### src/rtl/timer_pkg.sv
// Shared types and default sizes for the interval timer controller.
package timer_pkg;

    localparam int unsigned TIMER_WIDTH   = 16;
    localparam int unsigned TIMER_PRESC_W = 8;

    typedef enum logic [1:0] {
        IDLE = 2'd0,
        RUN  = 2'd1,
        DONE = 2'd2
    } state_t;

endpackage

### src/rtl/interval_timer_ctrl_if.sv
// Control/status bundle between the register logic (master) and the timer (slave).
interface interval_timer_ctrl_if #(
    parameter int WIDTH   = timer_pkg::TIMER_WIDTH,
    parameter int PRESC_W = timer_pkg::TIMER_PRESC_W
);
    logic               start;
    logic               stop;
    logic               mode_periodic;
    logic [WIDTH-1:0]   period;
    logic [PRESC_W-1:0] presc;
    logic               irq_ack;
    logic [WIDTH-1:0]   count;
    logic               busy;
    logic               irq;
    logic               overrun;

    modport master (
        output start, stop, mode_periodic, period, presc, irq_ack,
        input  count, busy, irq, overrun
    );

    modport slave (
        input  start, stop, mode_periodic, period, presc, irq_ack,
        output count, busy, irq, overrun
    );
endinterface

### src/rtl/timer_count_core.sv
// WIDTH-bit up-counter: clear has priority, hold freezes, enable advances by one.
module timer_count_core #(
    parameter int WIDTH = timer_pkg::TIMER_WIDTH
) (
    input  logic             clk,
    input  logic             rst_async,
    input  logic             clear,
    input  logic             enable,
    input  logic             hold,
    output logic [WIDTH-1:0] count
);

    // NOTE: sequential state is written with non-blocking assignments so every
    // register samples the pre-edge values, independent of block ordering.
    always_ff @(posedge clk or posedge rst_async) begin
        if (rst_async) begin
            count <= '0;
        end else if (clear) begin
            count <= '0;
        end else if (enable && !hold) begin
            count <= count + 1'b1;
        end
    end

endmodule

### src/rtl/interval_timer_ctrl.sv
// Interval timer FSM and optional prescaler driving timer_count_core.
// Optional feature: define TIMER_PRESCALE_EN to compile in the presc+1 tick divider.
module interval_timer_ctrl
    import timer_pkg::*;
#(
    parameter int WIDTH   = TIMER_WIDTH,
    parameter int PRESC_W = TIMER_PRESC_W
) (
    input logic                  clk,
    input logic                  rst_async,
    interval_timer_ctrl_if.slave bus
);

    state_t           state;
    logic [WIDTH-1:0] period_q;
    logic [WIDTH-1:0] count;
    logic [WIDTH-1:0] last_count;
    logic             mode_q;
    logic             busy_q;
    logic             irq_q;
    logic             overrun_q;

    logic start_ok;
    logic run_go;
    logic tick;
    logic match;
    logic cnt_clear;
    logic cnt_enable;
    logic cnt_hold;

    // A start coinciding with stop, or carrying a zero period, is discarded.
    assign start_ok   = bus.start && !bus.stop && (bus.period != '0);
    assign run_go     = (state == RUN) && !bus.stop && !start_ok;
    assign last_count = period_q - 1'b1;
    assign match      = run_go && tick && (count == last_count);

    assign cnt_clear  = start_ok || (match && mode_q);
    assign cnt_enable = run_go && tick && !match;
    assign cnt_hold   = (state != RUN) || bus.stop;

`ifdef TIMER_PRESCALE_EN
    logic [PRESC_W-1:0] presc_q;
    logic [PRESC_W-1:0] presc_cnt;

    assign tick = (state == RUN) && (presc_cnt == presc_q);

    always_ff @(posedge clk or posedge rst_async) begin
        if (rst_async) begin
            presc_q   <= '0;
            presc_cnt <= '0;
        end else if (start_ok) begin
            presc_q   <= bus.presc;
            presc_cnt <= '0;
        end else if (run_go) begin
            presc_cnt <= tick ? '0 : presc_cnt + 1'b1;
        end
    end
`else
    logic [PRESC_W-1:0] unused_presc;

    assign unused_presc = bus.presc;
    assign tick         = (state == RUN);
`endif

    timer_count_core #(.WIDTH(WIDTH)) u_count_core (
        .clk       (clk),
        .rst_async (rst_async),
        .clear     (cnt_clear),
        .enable    (cnt_enable),
        .hold      (cnt_hold),
        .count     (count)
    );

    always_ff @(posedge clk or posedge rst_async) begin
        if (rst_async) begin
            state     <= IDLE;
            period_q  <= '0;
            mode_q    <= 1'b0;
            busy_q    <= 1'b0;
            irq_q     <= 1'b0;
            overrun_q <= 1'b0;
        end else begin
            // A match later in this block overrides the acknowledge clear.
            if (bus.irq_ack) begin
                irq_q <= 1'b0;
            end
            if (start_ok) begin
                period_q  <= bus.period;
                mode_q    <= bus.mode_periodic;
                overrun_q <= 1'b0;
                busy_q    <= 1'b1;
                state     <= RUN;
            end else begin
                case (state)
                    RUN: begin
                        if (bus.stop) begin
                            busy_q <= 1'b0;
                            state  <= IDLE;
                        end else if (match) begin
                            irq_q <= 1'b1;
                            if (irq_q && !bus.irq_ack) begin
                                overrun_q <= 1'b1;
                            end
                            if (!mode_q) begin
                                busy_q <= 1'b0;
                                state  <= DONE;
                            end
                        end
                    end
                    DONE: begin
                        if (bus.irq_ack) begin
                            state <= IDLE;
                        end
                    end
                    default: ;
                endcase
            end
        end
    end

    assign bus.count   = count;
    assign bus.busy    = busy_q;
    assign bus.irq     = irq_q;
    assign bus.overrun = overrun_q;

endmodule
### src/flat_wrapper.sv
// flat-port wrapper written by rule: the top's interface ports become plain ports
module interval_timer_ctrl_flat import timer_pkg::*;
#(
    parameter int WIDTH   = TIMER_WIDTH,
    parameter int PRESC_W = TIMER_PRESC_W
)
  (clk, rst_async, bus_start, bus_stop, bus_mode_periodic, bus_period, bus_presc, bus_irq_ack, bus_count, bus_busy, bus_irq, bus_overrun);
  interval_timer_ctrl_if #(.WIDTH(WIDTH), .PRESC_W(PRESC_W)) bus_i ();
  input logic clk;
  input logic rst_async;
  input wire logic [$bits(bus_i.start)-1:0] bus_start;
  input wire logic [$bits(bus_i.stop)-1:0] bus_stop;
  input wire logic [$bits(bus_i.mode_periodic)-1:0] bus_mode_periodic;
  input wire logic [$bits(bus_i.period)-1:0] bus_period;
  input wire logic [$bits(bus_i.presc)-1:0] bus_presc;
  input wire logic [$bits(bus_i.irq_ack)-1:0] bus_irq_ack;
  output wire logic [$bits(bus_i.count)-1:0] bus_count;
  output wire logic [$bits(bus_i.busy)-1:0] bus_busy;
  output wire logic [$bits(bus_i.irq)-1:0] bus_irq;
  output wire logic [$bits(bus_i.overrun)-1:0] bus_overrun;
  assign bus_i.start = bus_start;
  assign bus_i.stop = bus_stop;
  assign bus_i.mode_periodic = bus_mode_periodic;
  assign bus_i.period = bus_period;
  assign bus_i.presc = bus_presc;
  assign bus_i.irq_ack = bus_irq_ack;
  assign bus_count = bus_i.count;
  assign bus_busy = bus_i.busy;
  assign bus_irq = bus_i.irq;
  assign bus_overrun = bus_i.overrun;
  interval_timer_ctrl #(.WIDTH(WIDTH), .PRESC_W(PRESC_W)) u_core (.clk(clk), .rst_async(rst_async), .bus(bus_i));
endmodule
### config.mk
export PLATFORM = sky130hd
export DESIGN_NAME = interval_timer_ctrl_flat
export DESIGN_NICKNAME = d
export VERILOG_FILES = /design/src/rtl/timer_pkg.sv /design/src/rtl/interval_timer_ctrl_if.sv /design/src/rtl/timer_count_core.sv /design/src/rtl/interval_timer_ctrl.sv /design/src/flat_wrapper.sv
export SDC_FILE = /design/constraint.sdc
export NUM_CORES = 1
export LEC_CHECK = 0
export CAP_MARGIN = 25
export CORE_MARGIN = 2
export CORE_UTILIZATION = 25
export CTS_CLUSTER_SIZE = 30
export DETAILED_ROUTE_END_ITERATION = 8
export GPL_ROUTABILITY_DRIVEN = 0
export GPL_TIMING_DRIVEN = 0
export PLACE_DENSITY = 0.56
export SETUP_SLACK_MARGIN = 0.05
export SYNTH_ARGS = -nofsm -noshare
export SYNTH_HDL_FRONTEND = slang
export SYNTH_SLANG_ARGS = --single-unit
### constraint.sdc
create_clock -name clk -period 5.4 [get_ports clk]
set_input_delay 1.08 -clock clk [delete_from_list [all_inputs] [get_ports clk]]
set_output_delay 1.08 -clock clk [all_outputs]
set_load 0.01 [all_outputs]
==> flow_summary.toml <==
[sta]
fmax_mhz = 287
maxSlewHeadroom_pct = 45.1
finalCritPeriodShare_pct = 64.5
setup_viol = 0
finalMaxSlewViolations = 0
hold_violations = 0
finClkSkew_ns = 0.00218
setup-tns-final_ns = 0
tightest_slew_ns = 0.822
rsz0062_at_grt = "false"
fin_crit_ns = 3.48

[floorplan]
core_area_um2 = 9730
die_w_um = 104
dieArea_um2 = 10800
start_util_pct = 25.7
die_h_um = 104
rows = 36
pin_count = 49

[clock_tree]
cts_tree = "built"
cts.clk_slew.worst_paths_ns = 0.08
root_buffer = "clkbuf_8"
post_cts_resized = 0
cts_hold_buf = 0
clockBufferDepth = 2
cts.htree.levels = 2
cts_sinks = 38
postCtsSetupBuffers = 0
numCtsBuffers = 5
clock_latency_ns = 0.29

[setup_path]
crit_required_ns = 5.62
worst-setup-path-type = "reg -> reg"
crit_slowest_cell = "a311oi_2"
crit_chain = "inv_1, ha_1, buf_2, or4b_1, clkbuf_1, nor4_1, o211ai_2, a311oi_2, a31oi_1, or4_1, a21oi_1"
crit_path_end_kind = "register"
path_max_fanout = 8
crit_arrival_ns = 3.70
slowest_delay_ns = 0.52
cp-start-kind = "register"

[finish]
fin_nets = 375
drive_gt1_share_pct = 6.73
num_antenna_cells = 0
areaGrowthSynthToFinish_pct = 26.3
seqCellArea_um2 = 951
final_util_pct = 32.5
num-fill-cells = 1051
multi_input_area_um2 = 1410

[routing]
vias = 2384
dr.pass1.iters = 5
drc = 0
drt-total-wl_um = 7070
wl_per_cell_um = 14.9
initialDrtViolationCount = 137
drtAntennaViolNets = 0
viasPerCell = 5.02

[grt]
grt_remaining_overflow = 0
gr-max-usage-layer = "met2"
track_usage_pct = 13.3
grt_max_degree = 39
grt_pass1_wl_um = 11600
met1_usage_pct = 18.3
grtUsageMet3_pct = 2.57
grt_pass1_vias = 2280
antenna_found_initial = 0
met2_usage_pct = 21.2

[logic_synthesis]
synth.avg_cell_area_um2 = 8.51
synthDistinctLibCells = 55
ys_async_sr_fraction_pct = 100
synth.most_common_cell = "nand2_1"
synth_area_leaders = "dfrtp_1, nand2_1, xnor2_1"
synthTopCellsByCount = "nand2_1, dfrtp_1, a21oi_1"
synth_edf_count = 0
synth-seq-cells = 38
yosysTopAreaCellShare_pct = 38.0
yosysSeqAreaShare_pct = 38.0
synthesis.nets = 328
netlist_area_um2 = 2500
synth_top_area_cell = "dfrtp_1"
synth_warnings = 0
synthCells = 294
yosys_most_used_dff = "dfrtp_1"

[pwr]
ir_drop_mv = 0.141
powerDensity_nw_per_um2 = 293
p_leak_nw = 1.27

[run]
maxCapViolCount = 0

[placement]
io_buffers = 40
dp_hpwl_um = 5380

[min_path]
min_path_type = "reg -> reg"

[outcome]
status = "finished clean"
sequential cells by signal, indices dropped and copies added (netlist names):
register                   flops
u_core.period_q               16
u_core.bus.busy                1
u_core.mode_q                  1
u_core.u_count_core.count     16
u_core.bus.irq                 1
u_core.bus.overrun             1
u_core.state                   2
where the power goes:
part	internal [W]	leakage (nW)	switching (W)	total, W
combinational	0.000148	0.737	0.000179	0.000327
sequential	0.000326	0.485	0.0000627	0.000389
clock	0.000103	0.0482	0.000107	0.000210
cell families after synthesis:
kind of cell,after synthesis,synth area share (%)
AOI/OAI and AO/OA,58,16.3
muxes,1,0.400
adders and majority gates,4,2.00
buffers and inverters,29,5.60
DFF,38,38.0
and+or+nand+nor,141,29.6
xor gates and xnor gates,23,8.05
area by class of cell:
type	count	area share (%)
multi-input combinational	227	44.6
sequential	38	30.1
timing repair buffer	40	12.7
tap	133	5.27
buffer	15	2.77
clock buffer	7	2.73
inverter	14	1.66
clock inverter	1	0.158
metrics by stage:
| step | area, um2 | power (W) | instances | setup WS (ns) | hold WS, ns |
|---|---|---|---|---|---|
| floorplan | 2500 | 0.000594 | 294 | 2.39 | 0.465 |
| global placement | 3070 | 0.000710 | 467 | 1.73 | 0.479 |
| detailed placement | 3070 | 0.000718 | 467 | 1.77 | 0.487 |
| CTS | 3160 | 0.000933 | 475 | 1.97 | 0.509 |
| global route | 3160 | 0.000985 | 475 | 1.61 | 0.537 |
| finish | 3160 | 0.000925 | 475 | 1.92 | 0.504 |
placed cells by master, fill, tap and decap left out, drive strengths merged, types with 7 or more instances in the layout:
| cell | n |
|---|---|
| nand2 | 60 |
| nand3 | 11 |
| xnor2 | 12 |
| clkbuf | 17 |
| inv | 14 |
| a21oi | 15 |
| xor2 | 11 |
| dfrtp | 38 |
| nor2 | 14 |
| clkdlybuf4s50 | 40 |
| o21ai | 11 |
| nor4 | 12 |
| nor3 | 7 |
final timing paths:
kind | to | from | slack, ns | cells after the start
setup / recovery | u_core.state[1] | u_core.period_q[0] | 1.92 | 11
hold / removal | u_core.bus.overrun | u_core.bus.overrun | 0.50 | 2
setup reg to reg | u_core.state[1] | u_core.period_q[0] | 1.92 | 11
hold reg to reg | u_core.bus.overrun | u_core.bus.overrun | 0.50 | 2
max in group asynchronous | u_core.u_count_core.count[2] | rst_async | 3.62 | 2
min in group asynchronous | u_core.period_q[4] | rst_async | 1.26 | 2
critical path, delay by kind of cell (launching register included):
| family | cells | cell delay (ns) |
|---|---|---|
| buf+inv | 3 | 0.52 |
| flops | 1 | 0.45 |
| simple gates | 3 | 1.16 |
| compound gates | 4 | 1.12 |
| fa+ha+maj | 1 | 0.13 |
layer usage:
metal	part of all wire, %	wire length [um]
met1	48	3380
met2	45	3180
met3	5.4	381
met4	1.8	125
met5	0	0
Note: power is estimated with default switching activity, not from simulation.
